**src/rtl/adder_sequencer.sv**
```systemverilog
// adder_sequencer: feeds one operand pair to a dynamic adder, waits a
// data-dependent budget, then holds the result. Option: ADDER_SEQUENCER_STATS_EN.
module adder_sequencer #(
    parameter int F_CYCLES = 2,
    parameter int Q_CYCLES = 3
) (
    input  logic        clk,
    input  logic        rst,
    input  logic        in_valid,
    output logic        in_ready,
    input  logic [15:0] in_a,
    input  logic [15:0] in_b,
    input  logic        in_cin,
    output logic [15:0] add_a,
    output logic [15:0] add_b,
    output logic        add_cin,
    output logic        add_f,
    output logic        add_request,
    input  logic [15:0] add_sum,
    input  logic        add_cout,
    output logic        out_valid,
    input  logic        out_ready,
    output logic [15:0] out_sum,
    output logic        out_cout,
`ifdef ADDER_SEQUENCER_STATS_EN
    output logic [15:0] stat_ops,
    output logic [31:0] stat_busy,
`endif
    output logic        busy
);

    typedef enum logic [1:0] {
        S_IDLE,
        S_LAUNCH,
        S_WAIT,
        S_HOLD
    } state_t;

    localparam logic [5:0] F6 = 6'(F_CYCLES);

    state_t      r_state;
    state_t      w_next;
    logic [5:0]  r_cnt;
    logic [5:0]  r_budget;
    logic [15:0] r_add_a;
    logic [15:0] r_add_b;
    logic        r_add_cin;
    logic [15:0] r_out_sum;
    logic        r_out_cout;

    logic [15:0] w_p;
    logic [2:0]  w_nq;
    logic [5:0]  w_budget;
    logic        w_accept;
    logic        w_cnt_one;

    // Carry chains crossing nibble pairs where both bits propagate
    // each cost one extra quarter of settling time.
    assign w_p      = in_a ^ in_b;
    assign w_nq     = 3'd1
                    + {2'b00, w_p[3]  & w_p[4]}
                    + {2'b00, w_p[7]  & w_p[8]}
                    + {2'b00, w_p[11] & w_p[12]};
    assign w_budget = 6'(32'(w_nq) * Q_CYCLES);
    assign w_accept = in_valid && (r_state == S_IDLE);
    assign w_cnt_one = (r_cnt == 6'd1);

    assign add_a    = r_add_a;
    assign add_b    = r_add_b;
    assign add_cin  = r_add_cin;
    assign out_sum  = r_out_sum;
    assign out_cout = r_out_cout;
    assign busy     = (r_state != S_IDLE);

    // State register
    always_ff @(posedge clk or posedge rst) begin
        if (rst) r_state <= S_IDLE;
        else     r_state <= w_next;
    end

    // Next state and state-decoded outputs
    always_comb begin
        w_next      = r_state;
        in_ready    = 1'b0;
        add_f       = 1'b0;
        add_request = 1'b0;
        out_valid   = 1'b0;
        unique case (r_state)
            S_IDLE: begin
                in_ready = 1'b1;
                add_f    = 1'b1;
                if (in_valid) w_next = S_LAUNCH;
            end
            S_LAUNCH: begin
                add_f = 1'b1;
                if (w_cnt_one) w_next = S_WAIT;
            end
            S_WAIT: begin
                add_request = 1'b1;
                if (w_cnt_one) w_next = S_HOLD;
            end
            S_HOLD: begin
                out_valid = 1'b1;
                add_f     = 1'b1;
                if (out_ready) w_next = S_IDLE;
            end
        endcase
    end

    // Operand latch, phase counter and result capture
    always_ff @(posedge clk or posedge rst) begin
        if (rst) begin
            r_cnt      <= '0;
            r_budget   <= '0;
            r_add_a    <= '0;
            r_add_b    <= '0;
            r_add_cin  <= 1'b0;
            r_out_sum  <= '0;
            r_out_cout <= 1'b0;
        end else if (w_accept) begin
            r_add_a   <= in_a;
            r_add_b   <= in_b;
            r_add_cin <= in_cin;
            r_budget  <= w_budget;
            r_cnt     <= F6;
        end else if (r_state == S_LAUNCH) begin
            r_cnt <= w_cnt_one ? r_budget : r_cnt - 6'd1;
        end else if (r_state == S_WAIT) begin
            if (w_cnt_one) begin
                r_out_sum  <= add_sum;
                r_out_cout <= add_cout;
                r_cnt      <= '0;
            end else begin
                r_cnt <= r_cnt - 6'd1;
            end
        end
    end

`ifdef ADDER_SEQUENCER_STATS_EN
    logic [15:0] r_stat_ops;
    logic [31:0] r_stat_busy;

    assign stat_ops  = r_stat_ops;
    assign stat_busy = r_stat_busy;

    // Saturating counts of completed results and busy cycles
    always_ff @(posedge clk or posedge rst) begin
        if (rst) begin
            r_stat_ops  <= '0;
            r_stat_busy <= '0;
        end else begin
            if (out_valid && out_ready && (r_stat_ops != 16'hFFFF))
                r_stat_ops <= r_stat_ops + 16'd1;
            if (busy && (r_stat_busy != 32'hFFFF_FFFF))
                r_stat_busy <= r_stat_busy + 32'd1;
        end
    end
`endif

endmodule

```
**config.mk**
```make
export PLATFORM = sky130hd
export DESIGN_NAME = adder_sequencer
export DESIGN_NICKNAME = d
export VERILOG_FILES = /design/src/rtl/adder_sequencer.sv
export SDC_FILE = /design/constraint.sdc
export NUM_CORES = 1
export LEC_CHECK = 0
export CORE_MARGIN = 2
export CORE_UTILIZATION = 55
export CTS_CLUSTER_SIZE = 16
export DETAILED_ROUTE_END_ITERATION = 6
export DONT_BUFFER_PORTS = 1
export GPL_TIMING_DRIVEN = 0
export PLACE_DENSITY = 0.81
export SYNTH_ARGS = -nofsm -noshare
export SYNTH_HDL_FRONTEND = slang
export SYNTH_SLANG_ARGS = --single-unit
```
**constraint.sdc**
```tcl
create_clock -name clk -period 3.35 [get_ports clk]
set_clock_uncertainty 0.15 [all_clocks]
set_input_delay 0.67 -clock clk [delete_from_list [all_inputs] [get_ports clk]]
set_output_delay 0.67 -clock clk [all_outputs]
set_load 0.02 [all_outputs]
```
# Word-level counts from Yosys, hierarchy flattened
# Index checks and enable logic that the tools add are counted.
# word_totals
inputBits,54
elab_cells,48
ff_bits,63
output_inout_bits,55
# classes
n_eq_ne,8
n_reduce_logical,7
muxes,14
bitwise_logic,6
n_addsub,4
n_mul,1
# ops
cell,count
$mux 6,5
$xor 13x13->13,1
$mux 2,4
$ne 2x2->1 const B,4
$pmux 2 s4,1
$reduce_and 4->1,2
$eq 6x1->1 const B,1
$sub 6x1->6 const B,1
$mul 3x2->5 const B,1
$eq 2x2->1 const B,2
$mux 1,4
$add 2x1->3,1
$add 3x1->3,1
$and 1x1->1,3
$reduce_bool 3->1,1
$reduce_or 3->1,1
$add 1x1->2 const A,1
$eq 2x1->1 const B,1
$logic_not 2->1,1
$not 1->1,2
$reduce_bool 2->1,1
$logic_and 1x1->1,1

# Logic depth before layout (Yosys ltp)
# logic_depth
ltp_word,6
depth_mapped,9
mapped_depth_nobuf,9

# Worst setup path before layout
# OpenSTA, ideal clock, no wires.
# synth_path
path_type,register to register
from,register r_state[0]
to,"register r_out_sum[0], in the netlist out_sum[0]"
stages_incl_launch_ff,9
period_less_slack_ps,2139
t_required_ps,3075
setup_slack_ps,1211
n_path_buf,2
arrival_time_ps,1864
setup_ps,125
path_cell_list,dfrtp_1 inv_1 ha_1 and2_1 clkbuf_1 nor2_2 nand3_4 buf_6 mux2_4
# synth_via
elab_chain_len,4
elab_cells_between_ends,7
cone_classes,eq/ne (2); bitwise (2); reduce/logical (3)
# synth_lines
element,line,text
start: declaration,41,state_t r_state;
start signal: assignment,78,else r_state <= w_next;
$logic_not 2->1,65,assign w_accept = in_valid && (r_state == S_IDLE);
$logic_and 1x1->1,65,
$not 1->1 (no line),n/a,
$reduce_and 4->1 (no line) *,n/a,
end signal: assignment,130,r_out_sum <= add_sum;
end: declaration,48,logic [15:0] r_out_sum;
# Mark *: on every way between the ends. The rest lies on a longest branch, timed or not.
# A chain may end at the register's enable or synchronous reset.

# Final worst setup path
# layout_path
from,register r_state[0]
to,"register r_out_sum[6], in the netlist out_sum[6]"
# The elaborated chain is that of the path after synthesis.

==> run summary <==
Critical Path RT: 3430 ps
Crit-path cells: inv_1 -> ha_1 -> and2_1 -> clkbuf_1 -> nor2_2 -> nand3_4 -> buf_6 -> mux2_4
Crit path setup slack, layout: 960 ps
CP Capture Type: flop
Commonest cells after routing, fill and taps aside: 115 x nand2_1, 63 x dfrtp_1, 12 x ha_1
R2R cell count: 8
R2r startpoint: r_state[0]$_DFFE_PP0P_
Mean Syn Cell Area: 10.3 µm²
Cell Area, Placed: 2940 µm²
Synthesized area: 2830 µm²
I/O Buffers: 0
Die area: 5730 µm²
Commonest non-fill, non-tap cell in the layout: nand2_1
Flop-to-flop setup slack: 960 ps
Top Ports: 109
# diodes: 0
Crit path from: r_state[0]$_DFFE_PP0P_
Avg Vias per Cell: 5.26
CP delay by family, top: buffers and inverters
DR iter-0 viols: 81
CORE AREA: 5040 µm²
Max incr delay on CP: 410 ps
Pwr dens: 488 nW/µm²
Routability cong.: 0.784
Clock-pin slew on the worst setup and hold paths: 70 ps
DRT Wirelength: 5450 µm
Worst Max-Slew Pin Slew: 757 ps
Layout net count: 354
Global-route usage over all layers: 19.3%
Final Max Slew Viols: 0
Hold Crit Class: in -> async
Buf+Inv Stages, Crit Path: 3
Antenna violations before repair: 0
Maxcap violations: 0
Slew headroom: 49.5%
CP arrival: 2470 ps
Post-cts sizing count: 0
Max Freq: 0.418 GHz
Die W: 75.7 µm
RSZ-0062 raised after global routing: no
Cells after Synth: 275
Crit Reg-Reg Endpoint: out_sum[6]$_DFFE_PP0P_
Seq/Total Area, Yosys: 55.7%
Area leader, netlist: dfrtp_1
Post-route ant nets: 0
Element type at the critical path start: flop
Seq cells post-synth: 63
Distinct cells, synth: 33
Maximum vdd ir drop: 296 µV
Latest clock arrival within the worst-skew pair: 340 ps
First-pass GRT wire length: 8040 µm
Final hold violation count: 0
Slowest-stage cell, CP: dfrtp_1
Yosys warns: 0
CTS Buf Count: 9
Largest cells by area after synthesis: dfrtp_1 56%, nand2_1 15%, ha_1 5.3%, mux2_4 5.3%, mux2_2 3.2%
Clock sinks: 63
DRC errors left: 0
Router iterations before antenna repair: 4
Starting Density: 56.1%
Worst Path Max Fanout: 10
H-tree depth: 3
Die height: 75.7 µm
Largest net degree at the start of global routing: 38
Area Growth Syn to Fin: 11.9%
Final Cell Area: 3170 µm²
Layout cells sized above 1: 15.4%
CTS tree: built
Routed length per placed instance: 15.1 µm
Syn nets: 342
DP Worst Slack: 964 ps
Std-Cell Rows: 26
Gr ovfl total: 0
Period utilization: 71.3%
Final setup vio count: 0
Post-DP HPWL: 4010 µm
CTS root buf: clkbuf_8
Via count: 1,905
P_leak: 0.00169 µW
Vias in the first global route: 1,868
Area fraction of the dominant cell type after synthesis: 55.7%
Status: complete, no violations
Setup bufs post-CTS: 0
Worst-case clock buffer depth: 2
Crit Path Category: reg -> reg
Hold Buf Count CTS: 0
Setup_tns: 0 ps
Period minus WS final: 2390 ps
[worst max path at each step]
stage	to	cells past startpoint
after detailed placement	out_sum[7]$_DFFE_PP0P_	8
after CTS	out_sum[6]$_DFFE_PP0P_	8
after floorplan	add_a[0]$_DFFE_PP0P_	1
after global placement	add_a[10]$_DFFE_PP0P_	1
after global routing	out_sum[3]$_DFFE_PP0P_	8
final	out_sum[6]$_DFFE_PP0P_	8
[per-layer routing]
metal  GRT usage, %  up-vias  part of all wire (%)
met3           8.33       11                   9.8
met4           11.3        0                   1.9
met1           21.0      908                    39
li1               -      897                     -
met5              0        -                     0
met2           31.2       89                    50
[logic make-up after synthesis]
family                   Yosys count  share of synthesized area, %
XOR/XNOR                           6                          1.86
AND/OR/NAND/NOR                  136                          20.3
adder cells (fa/ha/maj)           13                          6.01
buffers and inverters             21                          3.05
flip-flops                        63                          55.7
AO/OA/AOI/OAI                     15                          3.54
multiplexers                      21                          9.55
[synthesized netlist by cell type, drive strengths merged]
library cell	count
nand2b	1
mux2	18
a22oi	1
or3	2
dfrtp	63
a221oi	1
mux2i	3
a211oi	1
fa	1
a2111oi	1
nor2	9
and2b	1
and2	2
nand3	2
o31a	1
clkbuf	9
o221a	1
and3	1
buf	1
xor2	6
o21ai	3
o31ai	1
nor4	2
a21oi	5
nor3b	1
nand2	115
ha	12
inv	11
[state kept, by name, summed over array words and instances, names as in the netlist]
signal    flops
add_b        16
r_budget      5
r_state       2
out_cout      1
out_sum      16
add_cin       1
add_a        16
r_cnt         6
[stage by stage]
stage / hold WS [ps] / util, % / total power, µW / std cells
6_report: 192 / 62.8 / 1540 / 362
3_5_place_dp: 318 / 58.2 / 817 / 346
2_1_floorplan: 289 / - / 806 / 275
5_1_grt: 244 / 62.8 / 1600 / 362
4_1_cts: 201 / 62.8 / 1560 / 362
3_3_place_gp: 312 / 57.8 / 813 / 345
[layout make-up]
type / instances / area [µm²]
Timing Repair Buffer: 1 / 20.0
Multi-Input combinational cell: 191 / 1170
Buffer: 10 / 45.0
Inverter: 11 / 41.3
Sequential cell: 63 / 1580
Clock buffer: 10 / 138
Fill cell: 387 / 1880
Tap cell: 70 / 87.6
Clock inverter: 6 / 91.3
[where the power goes]
group / switching, µW / total [µW] / internal, µW / leakage [µW]
Clock: 301 / 742 / 441 / 0.000105
Combinational: 28.1 / 42.1 / 14.0 / 0.000717
Sequential: 0 / 760 / 760 / 0.000867
Total: 329 / 1540 / 1220 / 0.00169
(Power assumes the default switching activity.)
